### src/rtl/ex_muldiv_unit.sv
// ex_muldiv_unit: iterative MIPS mult/div unit with HI/LO registers and a pipeline stall request
module ex_muldiv_unit #(
    parameter int WIDTH = 32
) (
    input  logic             clk,
    input  logic             rst,
    input  logic             start,
    input  logic [2:0]       op,
    input  logic [WIDTH-1:0] a,
    input  logic [WIDTH-1:0] b,
    input  logic             flush,
    output logic             stall_req,
    output logic             busy,
    output logic             done,
    output logic [WIDTH-1:0] hi,
    output logic [WIDTH-1:0] lo
);
    localparam int CW = $clog2(WIDTH) + 1;
    typedef enum logic [1:0] {IDLE, RUN, DONE} state_t;
    state_t state, state_d;
    logic [CW-1:0] cnt;
    logic [2*WIDTH-1:0] acc, mul_nxt, div_nxt, prod;
    logic [WIDTH-1:0] opb, abs_a, abs_b, nrem, quo, rem;
    logic [WIDTH:0] sum, trial, diff;
    logic is_div, neg_q, neg_r, is_md, op_div, op_sgn, div0, last;

    always_comb begin
        op_div = (op == 3'd3) || (op == 3'd4);
        op_sgn = (op == 3'd1) || (op == 3'd3);
        is_md = start && (op != 3'd0) && (op <= 3'd4);
        div0 = op_div && (b == '0);
        abs_a = (op_sgn && a[WIDTH-1]) ? -a : a;
        abs_b = (op_sgn && b[WIDTH-1]) ? -b : b;
        last = cnt == CW'(WIDTH - 1);
        // acc = {upper partial product, remaining multiplier} or {remainder, dividend/quotient}
        sum = {1'b0, acc[2*WIDTH-1:WIDTH]} + (acc[0] ? {1'b0, opb} : '0);
        mul_nxt = {sum, acc[WIDTH-1:1]};
        trial = {acc[2*WIDTH-1:WIDTH], acc[WIDTH-1]};
        diff = trial - {1'b0, opb};
        nrem = diff[WIDTH] ? trial[WIDTH-1:0] : diff[WIDTH-1:0];
        div_nxt = {nrem, acc[WIDTH-2:0], ~diff[WIDTH]};
        prod = neg_q ? -mul_nxt : mul_nxt;
        quo = neg_q ? -div_nxt[WIDTH-1:0] : div_nxt[WIDTH-1:0];
        rem = neg_r ? -div_nxt[2*WIDTH-1:WIDTH] : div_nxt[2*WIDTH-1:WIDTH];
        stall_req = !flush && ((state == RUN) || (state == IDLE && is_md));
        state_d = flush ? IDLE :
                  state == IDLE ? (is_md ? (div0 ? DONE : RUN) : IDLE) :
                  state == RUN ? (last ? DONE : RUN) : IDLE;
    end

    assign busy = state == RUN;
    assign done = state == DONE;

    always_ff @(posedge clk or posedge rst) begin
        if (rst) begin
            state <= IDLE;
            cnt <= '0;
            acc <= '0;
            opb <= '0;
            is_div <= 1'b0;
            neg_q <= 1'b0;
            neg_r <= 1'b0;
            hi <= '0;
            lo <= '0;
        end else begin
            state <= state_d;
            if (!flush && state == IDLE) begin
                if (is_md) begin
                    acc <= {{WIDTH{1'b0}}, abs_a};
                    opb <= abs_b;
                    cnt <= '0;
                    is_div <= op_div;
                    neg_q <= op_sgn && (a[WIDTH-1] ^ b[WIDTH-1]);
                    neg_r <= op_sgn && a[WIDTH-1];
                    if (div0) begin
                        hi <= a;
                        lo <= '1;
                    end
                end else if (start && op == 3'd5) begin
                    hi <= a;
                end else if (start && op == 3'd6) begin
                    lo <= a;
                end
            end
            if (!flush && state == RUN) begin
                acc <= is_div ? div_nxt : mul_nxt;
                cnt <= cnt + CW'(1);
                if (last) begin
                    hi <= is_div ? rem : prod[2*WIDTH-1:WIDTH];
                    lo <= is_div ? quo : prod[WIDTH-1:0];
                end
            end
        end
    end
endmodule

### config.mk
export PLATFORM = sky130hd
export DESIGN_NAME = ex_muldiv_unit
export DESIGN_NICKNAME = d
export VERILOG_FILES = /design/src/rtl/ex_muldiv_unit.sv
export SDC_FILE = /design/constraint.sdc
export NUM_CORES = 1
export LEC_CHECK = 0
export ABC_CLOCK_PERIOD_IN_PS = 5300
export CAP_MARGIN = 20
export CELL_PAD_IN_SITES_DETAIL_PLACEMENT = 2
export CELL_PAD_IN_SITES_GLOBAL_PLACEMENT = 2
export CORE_ASPECT_RATIO = 0.7
export CORE_MARGIN = 2
export CORE_UTILIZATION = 28
export CTS_CLUSTER_DIAMETER = 80
export CTS_CLUSTER_SIZE = 20
export DETAILED_ROUTE_END_ITERATION = 6
export HOLD_SLACK_MARGIN = 0.15
export PLACE_DENSITY_LB_ADDON = 0.25
export SETUP_SLACK_MARGIN = 0.02
export SKIP_CTS_REPAIR_TIMING = 1
export SYNTH_ARGS = -nofsm -noshare
export SYNTH_HDL_FRONTEND = slang
export SYNTH_SLANG_ARGS = --single-unit
### constraint.sdc
create_clock -name clk -period 5.3 [get_ports clk]
set_input_delay 1.06 -clock clk [delete_from_list [all_inputs] [get_ports clk]]
set_output_delay 1.06 -clock clk [all_outputs]
set_load 0.03 [all_outputs]
==> flow_summary.toml <==
[placement]
hpwl_um = 65880
place.gp.congestion = 0.9381
io_buffers = 137
dp_worst_setup_slack_ns = -0.2792

[die]
dieArea_um2 = 64790
die_y_um = 213.6
dieWidth_um = 303.4
start_util = 0.2842
num_rows = 76
io-pin-count = 138
core_area_um2 = 61810

[global_routing]
first_global_vias = 20380
grt_antenna_before_repair = 3
grt_max_degree = 100
grt-ovfl-total = 0
grt_pass1_wl_um = 129600
grt_use_total = 0.2636

[setup_path]
start_kind = "register"
path_class = "register to register"
slowest_delay_ns = 0.57
critPathTopFamily = "compound AO/OA/AOI/OAI gates"
critical_path_arrival_ns = 5.52
cp_max_fo = 5
crit_slowest_cell = "or4b_4"
worst_path_most_repeated_cell = "inv_1"
crit_path_end_kind = "register"
path_buf_inv = 5
crit_required_ns = 5.68
worstRegToRegCells = 24
path_cells = "inv_1 > ha_2 > inv_1 > fa_2 > a21o_1 > a211o_4 > nand3_4 > a311oi_4 > o31a_1 > nor2_4 > inv_2 > buf_4 > a21oi_4 > ha_2 > inv_1 > or4b_4 > nor3_4 > and3_4 > nand2_1 > o41ai_2 > a31oi_1 > xnor2_1 > mux2i_1 > a21oi_1"
cp.depth = 24

[power_and_ir_drop]
ir_drop_uv = 348.9
internal_power_mw = 5.552
seqPwrFrac = 0.181
power.total_mw = 12.27
pwr-share-comb = 0.705
swShare = 0.5475
power.density_nw_per_um2 = 578.6
switching_power_mw = 6.717
p_clk_frac = 0.115
power.leakage_nw = 8.402

[clock_tree]
cts_buffers = 17
clock_tree.root_cell = "clkbuf_16"
cts_buffer_depth = 2
clkLatencyLatePin_ns = 0.50
cts_tree = "yes"
cts_sinks = 171
htreeDepth = 4
clk_pin_slew_ns = 0.08

[timing]
timing_hold_violations_final = 0
min_period_over_period = 0.9708
worst_pin_slew_ns = 1.173
setup_viol = 0
relSlewSlack = 0.2169
slew_viol_final = 0
max_freq_mhz = 194.4
period_minus_slack_ns = 5.145
setup_ws_ns = 0.1548
finalClockSkew_ns = 0.01367

[yosys]
ys_async_sr_fraction = 1.000
ys_seq_area_frac = 0.2436
ys_top_cells_by_count = "nand2_1 (272), o21ai_0 (251), nor2_1 (211), a21oi_1 (171), dfrtp_1 (171)"
netlist.area_leader.share = 0.2436
synth.distinct_cells = 92
syn_avg_cell_area_um2 = 7.508
synth_top_area_cell = "dfrtp_1"
synth.most_common_cell = "nand2_1"
synth-main-ff-cell = "dfrtp_1"
syn-num-nets = 2483
yosys-top-cells-area = "dfrtp_1 (24%), o21ai_0 (7.2%), nand2_1 (5.8%)"
synth_area_um2 = 17570
netlist_instances = 2340
ys_warn_count = 0
ys_seq_elements = 171
synth-edff-count = 0

[hold_path]
hold_class = "register to register"
hold_depth = 2

[job]
cap_violations = 0

[drt]
firstDrtPassIters = 5
totalWireLength_um = 85630
drc = 0
wl_per_cell_um = 25.97
drtIter0Drc = 1403
ant_nets = 0
via_per_inst = 5.894
vias = 19430

[cells_and_area]
finalNetCount = 2608
post_route_cells_drive_above_1_share = 0.09972
final_core_util = 0.3431
syn_to_final_growth_pct = 20.70
fillers = 7162

[run_status]
status = "finished clean"
-- worst register-to-register path, stage by stage, from the launching register on --
cell      delay (ns)
dfrtp_2         0.42
inv_1           0.11
ha_2            0.21
inv_1           0.06
fa_2            0.35
a21o_1          0.20
a211o_4         0.37
nand3_4         0.11
a311oi_4        0.13
o31a_1          0.37
nor2_4          0.23
inv_2           0.10
buf_4           0.17
a21oi_4         0.15
ha_2            0.20
inv_1           0.07
or4b_4          0.57
nor3_4          0.24
and3_4          0.22
nand2_1         0.07
o41ai_2         0.22
a31oi_1         0.09
xnor2_1         0.14
mux2i_1         0.15
a21oi_1         0.08
-- metrics by stage --
step,TNS (ns),hold slack [ns],std cells,area (um^2)
2_1_floorplan,0,0.4498,2340,17590
5_1_grt,-0.03925,0.5154,3296,21200
4_1_cts,-2.116,0.4890,3294,21040
3_5_place_dp,-1.455,0.4703,3263,20450
3_3_place_gp,-0.05935,0.4689,3263,20450
6_report,0,0.4800,3297,21210
-- final cells by class --
type                            count  area [um^2]  share of cell area
Inverter                           66        251.5             0.01186
Sequential cell                   171         4285              0.2021
Clock inverter                      8        111.4            0.005251
Timing Repair Buffer              268         2441              0.1151
Multi-Input combinational cell   1941        12610              0.5947
Tap cell                          819         1025             0.04832
Antenna cell                        1        2.502           0.0001180
Clock buffer                       23        478.0             0.02254
-- state kept, by name, summed over array words and instances (netlist names) --
name	count
cnt	6
acc	64
lo	32
neg_q	1
state	2
opb	32
hi	32
neg_r	1
is_div	1
-- per-layer routing --
| layer | up-vias | GRT usage | wire length [um] |
|---|---|---|---|
| met2 | 474 | 0.4085 | 38220 |
| met3 | 72 | 0.04772 | 4743 |
| met5 | - | 0 | 12 |
| li1 | 8912 | - | - |
| met1 | 9974 | 0.3790 | 41420 |
| met4 | 2 | 0.06018 | 1242 |
-- power groups by stage --
stage                     logic (mW)  clock network, mW  registers [mW]
after floorplan                 4.97                  0            2.26
after global placement          8.06                  0            2.21
after detailed placement        8.29                  0            2.23
after CTS                       8.36               1.45            2.21
after global routing            9.30               1.48            2.28
final                           8.65               1.41            2.21
-- logic make-up after synthesis --
| logic type | count (synthesis) | synth area share |
|---|---|---|
| and+or+nand+nor | 823 | 0.2290 |
| AOI/OAI and AO/OA | 800 | 0.2952 |
| buffers and inverters | 228 | 0.05057 |
| DFF | 171 | 0.2436 |
| xor gates and xnor gates | 159 | 0.07927 |
| muxes | 87 | 0.05028 |
| adders and majority gates | 72 | 0.05213 |
-- placed cells by master (no fill, tap or decap), types with 17 or more instances in the layout --
cell             count
nand4_1             30
o221ai_1            26
a211oi_1            31
buf_4              124
o21ai_0            248
xnor2_1             87
clkdlybuf4s50_1    137
nor3_1              56
nand3_1             45
xor2_1              72
o22ai_1             30
a31oi_1             17
inv_1               62
mux2i_1             76
dfrtp_1            168
o31ai_1             33
and2_1              21
a21o_1              37
ha_1                68
nand2_1            271
clkbuf_16           17
nor2_1             208
a21oi_1            170
o211ai_1            33
nor4_1              29
or3_1               30
-- final timing paths --
check	from	endpoint	slack, ns
min in group asynchronous	rst	opb[2]$_DFFE_PP0P_	0.90
max in group asynchronous	rst	lo[16]$_DFF_PP0_	3.39
max reg2reg	acc[31]$_DFFE_PP0P_	hi[22]$_DFF_PP0_	0.15
min reg2reg	opb[16]$_DFFE_PP0P_	opb[16]$_DFFE_PP0P_	0.48
min	opb[16]$_DFFE_PP0P_	opb[16]$_DFFE_PP0P_	0.48
max	acc[31]$_DFFE_PP0P_	hi[22]$_DFF_PP0_	0.15
No activity file was read; power rests on OpenSTA's default activity.
